**config.mk**
```make
export PLATFORM = sky130hd
export DESIGN_NAME = cpc_rom_loader
export DESIGN_NICKNAME = d
export VERILOG_FILES = /design/src/rtl/cpc_rom_loader_pkg.sv /design/src/rtl/cpc_toggle_port.sv /design/src/rtl/cpc_rom_loader.sv
export SDC_FILE = /design/constraint.sdc
export NUM_CORES = 1
export LEC_CHECK = 0
export CORE_ASPECT_RATIO = 0.7
export CORE_MARGIN = 2
export CORE_UTILIZATION = 54
export DETAILED_ROUTE_END_ITERATION = 10
export GPL_TIMING_DRIVEN = 0
export HOLD_SLACK_MARGIN = 0.15
export PLACE_DENSITY = 0.77
export SLEW_MARGIN = 20
export SYNTH_ARGS = -nofsm -noshare
export SYNTH_HDL_FRONTEND = slang
export SYNTH_SLANG_ARGS = --single-unit
```
**constraint.sdc**
```tcl
create_clock -name clk_sys -period 2.95 [get_ports clk_sys]
set_clock_uncertainty 0.1 [all_clocks]
set_input_delay 0.4425 -clock clk_sys [delete_from_list [all_inputs] [get_ports clk_sys]]
set_output_delay 0.4425 -clock clk_sys [all_outputs]
set_load 0.05 [all_outputs]
```
**src/rtl/cpc_rom_loader_pkg.sv**
```systemverilog
`default_nettype none
// ============================================================================
//  Package     : cpc_loader_pkg
//  Description : Shared types and constants for the CPC download engine.
//                Holds the mode encoding, the system-ROM chunk-to-page table,
//                the fallback pages and the ASCII hex-digit decoder.
//  Revision    : 1.0 - initial release
// ============================================================================
package cpc_loader_pkg;

    typedef enum logic [2:0] {
        IDLE   = 3'd0,
        ROM    = 3'd1,
        EXT    = 3'd2,
        TAP    = 3'd3,
        IGNORE = 3'd4
    } mode_t;

    // 16KB chunk c of the system ROM image lands on page ROM_PAGE_TBL[c%4]
    localparam logic [8:0] ROM_PAGE_TBL [4] = '{9'h000, 9'h100, 9'h107, 9'h1FF};
    localparam logic [8:0] PAGE_MALFORMED   = 9'h1EE;
    localparam logic [8:0] PAGE_MF2         = 9'h1FF;

    // Returns {valid, nibble} for an ASCII character in 0-9 / A-F
    function automatic logic [4:0] hex_nib(input logic [7:0] ascii);
        logic [7:0] t;
        t = 8'h00;
        if (ascii >= 8'h30 && ascii <= 8'h39) begin
            t = ascii - 8'h30;
            return {1'b1, t[3:0]};
        end
        if (ascii >= 8'h41 && ascii <= 8'h46) begin
            t = ascii - 8'h37;
            return {1'b1, t[3:0]};
        end
        return 5'h00;
    endfunction

endpackage
`default_nettype wire

```
**src/rtl/cpc_toggle_port.sv**
```systemverilog
`default_nettype none
// ============================================================================
//  Module      : cpc_toggle_port
//  Description : One toggle req/ack channel. Captures a payload on i_start,
//                toggles o_req and holds o_pend until the far side toggles
//                ack to match req.
//  Ports       : clk_sys, reset      - clock / sync active-high reset
//                i_start             - accept payload and issue one request
//                i_payload / o_q     - payload in / held payload out
//                i_ack / o_req       - toggle handshake
//                o_pend              - a request is outstanding
//  Revision    : 1.0 - initial release
// ============================================================================
module cpc_toggle_port #(
    parameter int PAYLOAD_W = 8
) (
    input  logic                 clk_sys,
    input  logic                 reset,
    input  logic                 i_start,
    input  logic [PAYLOAD_W-1:0] i_payload,
    input  logic                 i_ack,
    output logic                 o_req,
    output logic                 o_pend,
    output logic [PAYLOAD_W-1:0] o_q
);

    always_ff @(posedge clk_sys) begin
        if (reset) begin
            // Resync phase to the far side so reset never creates a request
            o_req  <= i_ack;
            o_pend <= 1'b0;
            o_q    <= '0;
        end else if (i_start) begin
            o_q    <= i_payload;
            o_req  <= ~o_req;
            o_pend <= 1'b1;
        end else if (o_pend && (i_ack == o_req)) begin
            o_pend <= 1'b0;
        end
    end

endmodule
`default_nettype wire

```
**src/rtl/cpc_rom_loader.sv**
```systemverilog
`default_nettype none
// ============================================================================
//  Module      : cpc_rom_loader
//  Description : Converts the mist_io ioctl byte stream into SDRAM writes
//                (system ROM, expansion ROMs) and tape writes (CDT), with
//                one byte in flight at a time and a per-bank ROM map.
//  Ports       : ioctl_*   - download stream in, ioctl_wait stall out
//                mem_*     - SDRAM toggle channel (addr {page,offset})
//                tape_*    - tape toggle channel
//                map_*     - ROM presence clear / registered lookup
//                ovf, busy - sticky overrun flag, activity status
//  Revision    : 1.0 - initial release
// ============================================================================
module cpc_rom_loader
    import cpc_loader_pkg::*;
#(
    parameter  int PAGE_W  = 9,
    parameter  int BANK_W  = 1,
    parameter  int IDX_ROM = 0,
    parameter  int IDX_EXT = 3,
    parameter  int IDX_TAP = 4,
    localparam int ADDR_W  = PAGE_W + 14
) (
    input  logic              clk_sys,
    input  logic              reset,
    input  logic              ioctl_download,
    input  logic [7:0]        ioctl_index,
    input  logic              ioctl_wr,
    input  logic [24:0]       ioctl_addr,
    input  logic [7:0]        ioctl_dout,
    input  logic [31:0]       ioctl_file_ext,
    output logic              ioctl_wait,
    input  logic [BANK_W-1:0] model,
    output logic              mem_req,
    input  logic              mem_ack,
    output logic [ADDR_W-1:0] mem_addr,
    output logic [BANK_W-1:0] mem_bank,
    output logic [7:0]        mem_din,
    output logic              tape_req,
    input  logic              tape_ack,
    output logic [ADDR_W-1:0] tape_addr,
    output logic [7:0]        tape_din,
    input  logic              map_clear,
    input  logic [BANK_W-1:0] map_bank,
    input  logic [7:0]        map_page,
    output logic              map_hit,
    output logic              ovf,
    output logic              busy
);

    localparam int         NBANKS    = 2 ** BANK_W;
    localparam int         MEM_W     = BANK_W + ADDR_W + 8;
    localparam logic [7:0] C_IDX_ROM = 8'(IDX_ROM);
    localparam logic [7:0] C_IDX_EXT = 8'(IDX_EXT);
    localparam logic [7:0] C_IDX_TAP = 8'(IDX_TAP);

    // 9-bit page value -> PAGE_W page: bit 8 becomes the page MSB
    function automatic logic [PAGE_W-1:0] to_page(input logic [8:0] v);
        logic [PAGE_W-1:0] p;
        p           = '0;
        p[7:0]      = v[7:0];
        p[PAGE_W-1] = v[8];
        return p;
    endfunction

    logic r_wr_d, r_dl_d, w_wr_rise, w_dl_rise;
    logic w_mem_pend, w_tape_pend, w_pend_any;
    logic w_in_idle, w_in_rom, w_in_ext, w_in_tap;
    mode_t r_mode, w_mode_nxt;

    assign w_wr_rise  = ioctl_wr & ~r_wr_d;
    assign w_dl_rise  = ioctl_download & ~r_dl_d;
    assign w_pend_any = w_mem_pend | w_tape_pend;

    always_ff @(posedge clk_sys) begin
        if (reset) begin
            r_wr_d <= 1'b0;
            r_dl_d <= 1'b0;
        end else begin
            r_wr_d <= ioctl_wr;
            r_dl_d <= ioctl_download;
        end
    end

    // ---------------- mode FSM: state register ----------------
    always_ff @(posedge clk_sys) begin
        if (reset) r_mode <= IDLE;
        else       r_mode <= w_mode_nxt;
    end

    // ---------------- mode FSM: next state ----------------
    always_comb begin
        w_mode_nxt = r_mode;
        case (r_mode)
            IDLE: begin
                if (w_dl_rise) begin
                    if      (ioctl_index == C_IDX_ROM) w_mode_nxt = ROM;
                    else if (ioctl_index == C_IDX_EXT) w_mode_nxt = EXT;
                    else if (ioctl_index == C_IDX_TAP) w_mode_nxt = TAP;
                    else                               w_mode_nxt = IGNORE;
                end
            end
            // A pending byte is drained before the mode is released
            default: if (!ioctl_download && !w_pend_any) w_mode_nxt = IDLE;
        endcase
    end

    // ---------------- mode FSM: outputs ----------------
    always_comb begin
        w_in_idle = 1'b0;
        w_in_rom  = 1'b0;
        w_in_ext  = 1'b0;
        w_in_tap  = 1'b0;
        case (r_mode)
            IDLE:    w_in_idle = 1'b1;
            ROM:     w_in_rom  = 1'b1;
            EXT:     w_in_ext  = 1'b1;
            TAP:     w_in_tap  = 1'b1;
            default: ;
        endcase
    end

    // ---------------- expansion ROM page from file extension ----------------
    logic [4:0]        w_nib_hi, w_nib_lo;
    logic [8:0]        w_ext_page9;
    logic              w_ext_combo;
    logic [PAGE_W-1:0] r_page, w_ext_pg;
    logic              r_combo, r_fixed;

    assign w_nib_hi = hex_nib(ioctl_file_ext[15:8]);
    assign w_nib_lo = hex_nib(ioctl_file_ext[7:0]);

    always_comb begin
        w_ext_page9 = PAGE_MALFORMED;
        w_ext_combo = 1'b0;
        if (ioctl_file_ext[15:8] == 8'h5A && ioctl_file_ext[7:0] == 8'h5A) begin
            w_ext_page9 = 9'h000;
        end else if (ioctl_file_ext[15:8] == 8'h5A && ioctl_file_ext[7:0] == 8'h30) begin
            w_ext_page9 = 9'h000;
            w_ext_combo = 1'b1;
        end else if (w_nib_hi[4] && w_nib_lo[4]) begin
            w_ext_page9 = {1'b1, w_nib_hi[3:0], w_nib_lo[3:0]};
        end
    end

    // Once a combo image switches over, the page is used as-is
    always_comb begin
        w_ext_pg = r_page;
        if (!r_fixed) w_ext_pg[7:0] = r_page[7:0] + ioctl_addr[21:14];
    end

    // ---------------- system ROM chunk mapping ----------------
    logic [10:0] w_chunk;
    logic        w_rom_ok;

    assign w_chunk  = ioctl_addr[24:14];
    assign w_rom_ok = 32'(w_chunk[10:2]) < 32'(NBANKS);

    // ---------------- per-byte routing ----------------
    logic [PAGE_W-1:0] w_mem_pg;
    logic [BANK_W-1:0] w_mem_bank;
    logic              w_mem_ok, w_free, w_go_mem, w_go_tape;

    always_comb begin
        w_mem_pg   = '0;
        w_mem_bank = '0;
        w_mem_ok   = 1'b0;
        if (w_in_rom) begin
            w_mem_pg   = to_page(ROM_PAGE_TBL[w_chunk[1:0]]);
            w_mem_bank = w_chunk[BANK_W+1:2];
            w_mem_ok   = w_rom_ok;
        end else if (w_in_ext) begin
            w_mem_pg   = w_ext_pg;
            w_mem_bank = model;
            w_mem_ok   = 1'b1;
        end
    end

    assign w_free    = w_wr_rise & ~w_pend_any & ~reset;
    assign w_go_mem  = w_free & w_mem_ok;
    assign w_go_tape = w_free & w_in_tap;

    always_ff @(posedge clk_sys) begin
        if (reset) begin
            r_page  <= '0;
            r_combo <= 1'b0;
            r_fixed <= 1'b0;
        end else if (w_dl_rise && w_in_idle && ioctl_index == C_IDX_EXT) begin
            r_page  <= to_page(w_ext_page9);
            r_combo <= w_ext_combo;
            r_fixed <= 1'b0;
        end else if (w_go_mem && w_in_ext && r_combo && ioctl_addr[15:0] == 16'h3FFF) begin
            r_page  <= to_page(PAGE_MF2);
            r_combo <= 1'b0;
            r_fixed <= 1'b1;
        end
    end

    always_ff @(posedge clk_sys) begin
        if (reset)                           ovf <= 1'b0;
        else if (w_wr_rise && w_pend_any)    ovf <= 1'b1;
    end

    // ---------------- channels ----------------
    logic [MEM_W-1:0]    w_mem_q;
    logic [ADDR_W+7:0]   w_tape_q;

    cpc_toggle_port #(.PAYLOAD_W(MEM_W)) u_mem_port (
        .clk_sys   (clk_sys),
        .reset     (reset),
        .i_start   (w_go_mem),
        .i_payload ({w_mem_bank, w_mem_pg, ioctl_addr[13:0], ioctl_dout}),
        .i_ack     (mem_ack),
        .o_req     (mem_req),
        .o_pend    (w_mem_pend),
        .o_q       (w_mem_q)
    );

    cpc_toggle_port #(.PAYLOAD_W(ADDR_W + 8)) u_tape_port (
        .clk_sys   (clk_sys),
        .reset     (reset),
        .i_start   (w_go_tape),
        .i_payload ({ioctl_addr[ADDR_W-1:0], ioctl_dout}),
        .i_ack     (tape_ack),
        .o_req     (tape_req),
        .o_pend    (w_tape_pend),
        .o_q       (w_tape_q)
    );

    assign {mem_bank, mem_addr, mem_din} = w_mem_q;
    assign {tape_addr, tape_din}         = w_tape_q;
    assign ioctl_wait                    = w_pend_any;
    assign busy                          = ~w_in_idle | w_pend_any;

    // ---------------- ROM presence map (survives reset) ----------------
    logic [NBANKS*256-1:0] r_map;
    logic [BANK_W+7:0]     w_set_idx;

    assign w_set_idx = {w_mem_bank, w_mem_pg[7:0]};

    always_ff @(posedge clk_sys) begin
        if (map_clear)                          r_map            <= '0;
        else if (w_go_mem && w_mem_pg[PAGE_W-1]) r_map[w_set_idx] <= 1'b1;
    end

    always_ff @(posedge clk_sys) begin
        map_hit <= r_map[{map_bank, map_page}];
    end

    logic w_unused_ext;
    assign w_unused_ext = ^ioctl_file_ext[31:16];

endmodule
`default_nettype wire
```
======== Yosys cells after proc, flatten, opt, wreduce, memory -nomap -nowiden ========
Cells that the tools add are included.
word-level totals
  word-level logic and storage cells ...... 147
  output and inout port bits .............. 69
  register bits after elaboration ......... 597
  bits of input ports ..................... 90
operators by class
  add/subtract/negate cells ............... 5
  equal/unequal tests ..................... 12
  multiplexer cells ....................... 55
  reductions and logical operators ........ 30
  bitwise logic cells ..................... 17
  magnitude comparators ................... 13
operators by type and width
  cell                                                               count
  bitwise OR 512 bit                                                 1
  two-way mux 9 bit                                                  8
  two-way mux 5 bit                                                  8
  two-way mux 1 bit                                                  28
  < comparator 9 x 10 -> 1 bit, second input constant                2
  binary-select mux 9 bit (select 2 bit)                             1
  logical AND 1 bit                                                  18
  two-way mux 3 bit                                                  6
  == test 16 x 14 -> 1 bit, second input constant                    1
  == test 8 x 7 -> 1 bit, second input constant                      2
  greater-or-equal comparator 8 x 6 -> 1 bit, second input constant  2
  greater-or-equal comparator 8 x 7 -> 1 bit, second input constant  2
  <= comparator 8 x 6 -> 1 bit, second input constant                2
  <= comparator 8 x 7 -> 1 bit, second input constant                2
  two-way mux 8 bit                                                  2
  nonzero test 2 bit                                                 6
  binary-select mux 1 bit (select 9 bit)                             1
  demux 1 bit (select 9 bit)                                         1
  greater-or-equal comparator 9 x 1 -> 1 bit, second input constant  1
  < comparator 9 x 2 -> 1 bit, second input constant                 1
  adder 8 bit                                                        1
  == test 8 x 2 -> 1 bit, second input constant                      1
  == test 8 x 3 -> 1 bit, second input constant                      1
  == test 8 x 6 -> 1 bit, second input constant                      1
  other kinds (16)                                                   33

======== Depth between registers and ports, before layout ========
Gate-level depths: netlist (run 1).
  depth after elaboration ................. 11
  mapped depth ............................ 11
  gate-level depth less buffers ........... 9

======== Cells and area by module ========
Synthesis (run 1) repeated with hierarchy kept, for this count alone.
second synthesis, totals
  cell total of the unflattened synthesis .. 2,615
  area total of the unflattened synthesis .. 25,361.8 um^2
by module, submodules not included
  module                         cells an instance  instances  seq. area each (um^2)  area an instance (um^2)
  cpc_rom_loader                 2,392              1          10,610.2               22,870.7
  cpc_toggle_port (u_mem_port)   113                1          690.7                  1,262.5
  cpc_toggle_port (u_tape_port)  110                1          670.6                  1,228.7

======== Least setup slack after synthesis (run 1) ========
Ideal clock, no wire load.
  path type ............................... input -> register
  start point ............................. input port ioctl_addr[14]
  end point ............................... register r_map[439]
  buffers on the path ..................... 1
  required time ........................... 2.772 ns
  arrival ................................. 2.910 ns
  stages .................................. 10
  path slack .............................. -0.138 ns
  setup time .............................. 0.078 ns
  path through ............................ ha_1 -> fa_1 -> a21o_1 -> a21oi_1 -> xnor2_1 -> o31ai_1 -> a21boi_2 -> o21ai_1 -> clkbuf_1 -> o22ai_1
between the ends
  word-level cells in the longest chain between the ends .. 10
  elaborated cells between the ends (all ways) .. 15
  those cells by class .................... add/sub (1); order compare (2); mux (8); bitwise (2); reduce/logical (2)
RTL lines
  element                                                                                                           line                   RTL
  from (decl)                                                                                                       cpc_rom_loader.sv:29   input logic [24:0] ioctl_addr,
  branches (longest 4 deep; another with adder 8 bit)                                                               --
  two-way mux 9 bit (*)                                                                                             cpc_rom_loader.sv:168  if (w_in_rom) begin
  < comparator 9 x 10 -> 1 bit (not written as such) or greater-or-equal comparator 9 x 1 -> 1 bit (tied branches)  cpc_rom_loader.sv:243  else if (w_go_mem && w_mem_pg[PAGE_W-1]) r_map[w_set_idx] <= 1'b1;
  logical AND 1 bit (not written as such)                                                                           cpc_rom_loader.sv:243
  two-way mux 1 bit (not written as such)                                                                           cpc_rom_loader.sv:243
  demux 1 bit (select 9 bit)                                                                                        cpc_rom_loader.sv:243
  bitwise OR 512 bit (no line)                                                                                      --
  to (signal assigned)                                                                                              cpc_rom_loader.sv:242  if (map_clear) r_map <= '0;
  to (signal, indexed assignment)                                                                                   cpc_rom_loader.sv:243
  to (decl)                                                                                                         cpc_rom_loader.sv:236  logic [NBANKS*256-1:0] r_map;
Every way passes the cells marked *. The select of a mux whose other input is x is not followed.
A chain may end at the register's enable or synchronous reset.

======== Worst setup path in the final report (run 1) ========
  start point ............................. register r_page[0]
  end point ............................... register r_map[163]
between the ends
  word-level cells in the longest chain between the ends .. 9
  elaborated cells between the ends (all ways) .. 10
  those cells by class .................... add/sub (1); order compare (2); mux (5); bitwise (1); reduce/logical (1)
RTL lines
  element                                                                                                           line                   RTL
  from (decl)                                                                                                       cpc_rom_loader.sv:127  logic [PAGE_W-1:0] r_page, w_ext_pg;
  from (signal assigned)                                                                                            cpc_rom_loader.sv:189  r_page <= to_page(w_ext_page9);
  from (signal assigned)                                                                                            cpc_rom_loader.sv:193  r_page <= to_page(PAGE_MF2);
  adder 8 bit                                                                                                       cpc_rom_loader.sv:149  if (!r_fixed) w_ext_pg[7:0] = r_page[7:0] + ioctl_addr[21:14];
  two-way mux 8 bit (*)                                                                                             cpc_rom_loader.sv:149
  two-way mux 9 bit (*)                                                                                             cpc_rom_loader.sv:172  end else if (w_in_ext) begin
  two-way mux 9 bit (*)                                                                                             cpc_rom_loader.sv:168
  < comparator 9 x 10 -> 1 bit (not written as such) or greater-or-equal comparator 9 x 1 -> 1 bit (tied branches)  cpc_rom_loader.sv:243
  logical AND 1 bit (not written as such)                                                                           cpc_rom_loader.sv:243
  two-way mux 1 bit (not written as such)                                                                           cpc_rom_loader.sv:243
  demux 1 bit (select 9 bit) (*)                                                                                    cpc_rom_loader.sv:243
  bitwise OR 512 bit (no line) (*)                                                                                  --
Every way passes the cells marked *; elsewhere a longest branch is shown, timed or not.

==> results by group, run 1 <==
Status
  • Status: complete, but fails checks
  • Failing checks: negative setup slack

Setup path
  • Setup CP Type: flip-flop to flip-flop
  • Reg2Reg Depth: 12
  • Crit path required time: 3.37 ns
  • Crit. End Element: flip-flop
  • CP startpoint kind: flip-flop
  • Worst-path fanout max: 8
  • Reg-to-reg endpoint: r_map[163]
  • Worst r2r src: r_page[0]
  • WP data arrival: 3.40 ns
  • Setup slack, reg-to-reg: -0.03 ns

Min path
  • Hold Crit Endpoint: u_tape_port.o_q[28]
  • Hold_sp: ioctl_addr[20]
  • Hold path cells: 3
  • Worst hold path class: input pin to flip-flop

Power
  • Flop pwr share: 48.9%
  • Net Sw Power: 3.86 mW
  • Clk pwr share: 45.2%
  • Combinational share of power: 5.9%
  • Power Total: 16.5 mW
  • Switching Share: 23.4%
  • Internal power: 12.6 mW
  • Maximum vdd drop: 0.000555 V
  • PwrDens: 522 nW/um2
  • Leak: 10.5 nW

Global route
  • First-pass GRT wire length: 140 mm
  • Largest net degree at the start of global routing: 16
  • Vias in the first global route: 22.3k
  • Gr ovfl total: 0
  • Global-route usage over all layers: 38.6%
  • Initial antenna violation count: 2

STA
  • Fmax: 0.336 GHz
  • Unrepaired setup endpoints after global routing: true
  • PnR worst setup slack: -0.0303 ns
  • Minimum clock period: 2.98 ns
  • Final setup vio count: 15
  • Final period util: 101%
  • Worst-Margin Slew: 1.09 ns
  • Final Hold Vio Count: 0
  • Max-slew violations: 0
  • Normalized max-slew margin: 27.4%

Drt
  • Met3 WL: 15.6 mm
  • Initial drt markers: 3769
  • DRT Pass-1 Iters: 8
  • Metal2 WL: 39.4 mm
  • # DRC: 0
  • Routed Antenna Nets: 0
  • M1 WL: 37.0 mm
  • Vias/cell: 6.51
  • Routed vias: 23.5k
  • DR top layer: met5
  • Drt wl/cell: 26.7 um
  • Routed wire length: 96.2 mm

Layout
  • Finished Layout Cells: 3604
  • Most common cell after layout, fill and taps aside: dfxtp_1
  • Share of cells above drive strength 1: 21.0%
  • Most frequent cells in the layout: 589 x dfxtp_1, 498 x inv_1, 434 x o22ai_1, 175 x nand2_1, 130 x clkdlybuf4s50_1
  • Area growth, synth to finish: 25.3%
  • Final non-filler cell area: 31700 um2
  • Final-stage net count: 3054
  • Fillers: 3379

Synthesis
  • Seq/Total Area, Yosys: 47.4%
  • Post-synthesis net count: 2791
  • Ys Warns: 0
  • Ys async rst share: 0%
  • Synth top area cells: dfxtp_1 47%, mux4_2 11%, o22ai_1 11%, inv_1 7.4%, nand2_1 3.2%
  • EDFF count, synth: 2
  • Synth top area share: 47.2%
  • Number of synthesized register bits: 597
  • Largest area contributor in the netlist: dfxtp_1
  • Synth Instances: 2684
  • Netlist cell types: 77
  • Mapped Area: 25300 um2
  • Most used DFF post-synth: dfxtp_1
  • Syn Area/Cell: 9.41 um2

Place
  • Placed cell area: 27500 um2
  • RePlAce Congestion: 1.01
  • Final HPWL DP: 66.6 mm
  • Placed insts: 3436
  • Post-Place Worst Slack: -2.01 ns
  • I/O Buffers: 139

Job
  • Max cap viols: 0

Floorplanning
  • Die X: 262 um
  • Boundary Pins: 159
  • Rows: 66
  • Core area: 46300 um2
  • Die Area: 48500 um2
  • Die Y: 185 um
  • Starting Density: 54.5%

Clock tree
  • Longest Clk Path Bufs: 3
  • CTS Sinks: 597
  • Reg clk slew, reported paths: 0.06 ns
  • Clock latency on the worst-skew pair: 0.61 ns
  • CTS tree: built
  • Total CTS buffers: 53
  • H-tree depth: 2
  • CTS root buf: clkbuf_16
[worst max path at each step]
stage / startpoint / to / slack (ns) / cells after the start
2_1_floorplan: ioctl_addr[14] / r_map[394] / 0.006 / 10
3_3_place_gp: ioctl_addr[14] / r_map[497] / -2.34 / 10
3_5_place_dp: map_page[4] / map_hit / -2.01 / 9
4_1_cts: map_page[1] / map_hit / -0.08 / 10
5_1_grt: r_fixed / r_map[428] / -0.07 / 11
6_report: r_page[0] / r_map[163] / -0.03 / 12
[logic make-up after synthesis]
group / Yosys count / synth area share, %
AOI/OAI and AO/OA: 704 / 18.5
xor gates and xnor gates: 12 / 0.416
adders and majority gates: 17 / 0.872
buffers and inverters: 702 / 10.7
DFF: 597 / 47.4
muxes: 157 / 12.6
and+or+nand+nor: 495 / 9.51
[cells in the mapped netlist, types with 16 or more instances]
master    number
a21oi_1       71
a41oi_1       21
buf_2         39
clkbuf_1     147
dfxtp_1      595
ha_1          16
inv_1        498
mux2i_1       25
mux4_2       128
nand2_1      212
nand3_1       30
nand3b_1      34
nor2_1        89
o21ai_0       25
o22ai_1      456
o22ai_2       18
or2_2         16
or3_1         21
[layout make-up]
class                      count  area (um2)  share of cell area [%]
inverter                     498        1870                    5.91
timing repair buffer         215        2140                    6.76
antenna                        1        2.50                 0.00791
tap                          612         766                    2.42
multi-input combinational   1387       11800                    37.2
clock buffer                  79        1560                    4.91
clock inverter                20         292                   0.921
sequential                   597       12000                    37.8
buffer                       195        1280                    4.05
[layer usage]
layer / vias to the layer above / track usage [%]
met5: - / 0
met1: 11400 / 52.2
met2: 1767 / 55.4
met3: 320 / 14.8
met4: 2 / 15.9
li1: 10000 / -
[state kept, by name, summed over array words and instances (netlist names), 3 cells and up]
| name | flops |
|---|---|
| r_map | 512 |
| u_mem_port.o_q | 32 |
| u_tape_port.o_q | 31 |
| r_page | 9 |
| r_mode | 3 |
[worst max-delay path, cell delays in order (launching register included)]
cell and delay (ns):
dfxtp_2 0.34, ha_4 0.16, fa_2 0.51, mux2_4 0.16, and2_4 0.16, nor2_4 0.04
or4_4 0.46, buf_12 0.18, nor3_4 0.26, buf_6 0.15, nand2b_4 0.10, buf_8 0.17
o22ai_1 0.10
[metrics by stage]
step	TNS (ns)	utilization, %	hold WS (ns)
after floorplan	0	-	0.322
after global placement	-725.84	59.2	0.332
after detailed placement	-712.51	59.3	0.338
after CTS	-0.218	67.1	0.289
after global routing	-1.03	68.3	0.161
final	-0.131	68.3	0.129
[power groups by stage]
stage               registers (mW)  logic (mW)  clock network [mW]
detailed placement            8.26       0.839                   0
global placement              8.26       0.825                   0
global route                  8.07       0.982                7.75
CTS                           8.07       0.889                7.40
floorplan                     8.27       0.423                   0
finish                        8.07       0.967                7.47
[what timing repair did]
action                                 CTS  global route
setup buffers                           62            12
hold buffers                             0             1
gates resized for setup                336           147
endpoints found under the hold margin    0             1
setup endpoints to repair              514           481
gates cloned                             3             0
pin swaps                               39            31
Power figures use the tool's default switching activity.
==> run 2: changes to the inputs <==
--- a/config.mk
+++ b/config.mk
@@ -12,7 +12,9 @@
 export GPL_TIMING_DRIVEN = 0
 export HOLD_SLACK_MARGIN = 0.15
 export PLACE_DENSITY = 0.77
+export RECOVER_POWER = 25
 export SLEW_MARGIN = 20
 export SYNTH_ARGS = -nofsm -noshare
 export SYNTH_HDL_FRONTEND = slang
+export SYNTH_HIERARCHICAL = 1
 export SYNTH_SLANG_ARGS = --single-unit
==> run 2 against run 1 <==
Net effect:
- non-clock buffer count fell by 6
- sequential cell count did not move
- clock power fell by 4.0%
- the run still ends with negative setup slack left
- routed wire length rose by 2.4%
- sequential power barely moved
- largest power group unchanged
- worst setup slack got worse by 0.18 ns
==> results by group, run 2 <==
Status
  • Status: complete, but fails checks
  • Failing checks: negative setup slack

Global route
  • Vias in the first global route: 22.1k
  • Met3 GRT Util: 15.4%
  • Global-route usage over all layers: 37.9%
  • GRT met2 Usage: 53.9%
  • M1 GR Usage: 51.3%
  • Initial antenna violation count: 3
  • Gr ovfl total: 0
  • Busiest grt layer: met2
  • Largest net degree at the start of global routing: 15
  • First-pass GRT wire length: 138 mm

Power
  • PwrDens: 513 nW/um2
  • Leak: 11.0 nW
  • Flop pwr share: 49.7%
  • Internal power: 12.3 mW
  • Net Sw Power: 3.92 mW
  • Maximum vdd drop: 0.000496 V
  • Clk pwr share: 44.2%
  • Combinational share of power: 6.0%
  • Switching Share: 24.1%

Setup path
  • CP dominant cell by count: nor3_4
  • Crit path required time: 3.36 ns
  • CP Cell Sequence: ha_1 -> a21o_1 -> and3_1 -> nor3_4 -> o21ai_4 -> buf_4 -> nor3_4 -> nand2_4 -> o32ai_4
  • Critical-path top delay cell: dfxtp_2
  • CP max stage delay: 0.40 ns
  • Buf/Inv on CP: 1
  • WP data arrival: 3.57 ns
  • Worst-path fanout max: 10
  • Crit. End Element: flip-flop
  • Critical path's top delay family: simple AND/OR/NAND/NOR gates
  • Setup CP Type: flip-flop to flip-flop
  • CP startpoint kind: flip-flop

Place
  • I/O Buffers: 140
  • RePlAce Congestion: 1.01
  • Placed insts: 3367
  • Placed cell area: 27500 um2
  • Final HPWL DP: 65.2 mm
  • Post-Place Worst Slack: -1.83 ns

STA
  • Worst-Margin Slew: 1.23 ns
  • Max-slew violations: 0
  • Final setup vio count: 281
  • PnR worst setup slack: -0.207 ns
  • Final period util: 107%
  • Minimum clock period: 3.16 ns
  • TNS Setup: -15.48 ns
  • Fmax: 0.317 GHz
  • Unrepaired setup endpoints after global routing: true
  • Final Hold Vio Count: 0
  • Normalized max-slew margin: 18.2%

Synthesis
  • Most used DFF post-synth: dfxtp_1
  • Post-synthesis net count: 2723
  • Netlist cell types: 76
  • Number of synthesized register bits: 597
  • Post-synth top cells: 595 x dfxtp_1, 497 x inv_1, 457 x o22ai_1
  • EDFF count, synth: 2
  • Synth Instances: 2615
  • Synth top area cells: dfxtp_1 47%, mux4_2 11%, o22ai_1 11%, inv_1 7.4%, mux2i_1 3.5%
  • Mapped Area: 25400 um2
  • Largest area contributor in the netlist: dfxtp_1
  • Ys Warns: 6
  • Seq/Total Area, Yosys: 47.2%
  • Synth top area share: 47.0%
  • Ys async rst share: 0%
  • Syn Area/Cell: 9.70 um2
  • Count leader, synth: dfxtp_1

Drt
  • DRT Pass-1 Iters: 8
  • Routed wire length: 98.6 mm
  • # DRC: 0
  • Initial drt markers: 4169
  • Vias/cell: 6.75
  • Drt wl/cell: 27.9 um
  • Routed vias: 23.9k
  • Routed Antenna Nets: 0

Layout
  • Fillers: 3264
  • Multi-input logic area: 12000 um2
  • Register Area: 12000 um2
  • Biggest regs: r_map: 512 flops, u_mem_port/o_q: 32 flops, u_tape_port/o_q: 31 flops
  • Util after Layout: 68.2%
  • Final-stage net count: 2991
  • Area growth, synth to finish: 24.8%
  • Largest Register: r_map
  • Most frequent cells in the layout: 592 x dfxtp_1, 497 x inv_1, 398 x o22ai_1, 128 x mux4_2, 121 x nor2_1
  • Most common cell after layout, fill and taps aside: dfxtp_1
  • Max reg flops: 512
  • Share of cells above drive strength 1: 21.4%
  • Finished Layout Cells: 3536
  • Final non-filler cell area: 31700 um2

Floorplanning
  • Core area: 46400 um2
  • Die Area: 48700 um2
  • Die X: 263 um
  • Rows: 66
  • Die Y: 185 um
  • Starting Density: 54.6%
  • Boundary Pins: 159

Clock tree
  • Reg clk slew, reported paths: 0.07 ns
  • Longest Clk Path Bufs: 3
  • Clock latency on the worst-skew pair: 0.61 ns
  • Total CTS buffers: 54
  • H-tree depth: 2
  • CTS hold repair buffers: 0
  • CTS Sinks: 597
  • CTS tree: built
  • CTS root buf: clkbuf_16

Job
  • Max cap viols: 0

Min path
  • Worst hold path class: input pin to flip-flop
run 2: cell types whose count changed after synthesis, moves of 18 or more:
cell,before,now
a21oi_1,71,22
a41oi_1,21,3
clkbuf_1,147,120
mux2i_1,25,88
nand2_1,212,124
nand2b_1,13,44
nand3b_1,34,2
nor2_1,89,131
o22ai_2,18,0
o31ai_1,7,27
o32ai_1,7,30
run 2: final cells by class:
cell class | count | share of cell area [%]
multi-input combinational | 1328 | 37.8
timing repair buffer | 219 | 6.98
tap | 612 | 2.42
inverter | 498 | 5.90
buffer | 185 | 3.59
sequential | 597 | 37.8
clock buffer | 77 | 4.79
antenna | 2 | 0.0158
clock inverter | 18 | 0.704
run 2: power groups by stage:
stage	Sequential, mW	Combinational, mW	Clock (mW)
6_report	8.07	0.982	7.17
3_3_place_gp	8.26	0.840	0
3_5_place_dp	8.26	0.854	0
4_1_cts	8.08	0.885	7.12
2_1_floorplan	8.27	0.432	0
5_1_grt	8.07	0.986	7.42
run 2: per-stage QoR:
step                power (mW)  hold slack (ns)
floorplan                 8.70            0.322
global placement          9.10            0.332
detailed placement        9.11            0.342
CTS                       16.1            0.266
global route              16.5            0.338
finish                    16.2            0.318
run 2: timing repair:
item	CTS	global route
pin swaps	35	42
resized for setup	259	192
gates cloned	3	4
setup endpoints to repair	514	518
endpoints found under the hold margin	0	0
buffers inserted	56	18
run 2: kinds of logic (layout without fill, tap and decap cells):
family	count (synthesis)	count (layout)	share of synthesized area (%)
buf+inv	692	997	11.1
xor+xnor	10	10	0.345
fa+ha+maj	18	18	0.918
mux	218	218	14.9
compound gates	654	656	17.2
other cells	0	2	0
flops	597	597	47.2
simple gates	426	426	8.30
run 2: worst paths after layout:
kind / startpoint / end / slack (ns) / cells after the start
max reg2reg: r_page[1] / r_map[465] / -0.21 / 9
min: ioctl_addr[14] / u_tape_port/o_q[22] / 0.32 / 3
min reg2reg: r_map[470] / r_map[470] / 0.36 / 2
max: r_page[1] / r_map[465] / -0.21 / 9
run 2: worst min-delay path: cells and delay by family:
kind | cells | cell delay [ns]
buf+inv | 1 | 0.32
mux | 1 | 0.16
simple gates | 1 | 0.05
run 2: per-layer routing:
metal  vias up  wire [um]  part of all wire, %
met1     11500      36800                   37
met3       521      16500                   17
met4        10       5640                  5.7
met5         -        252                 0.26
li1       9805          -                    -
met2      2061      39400                   40
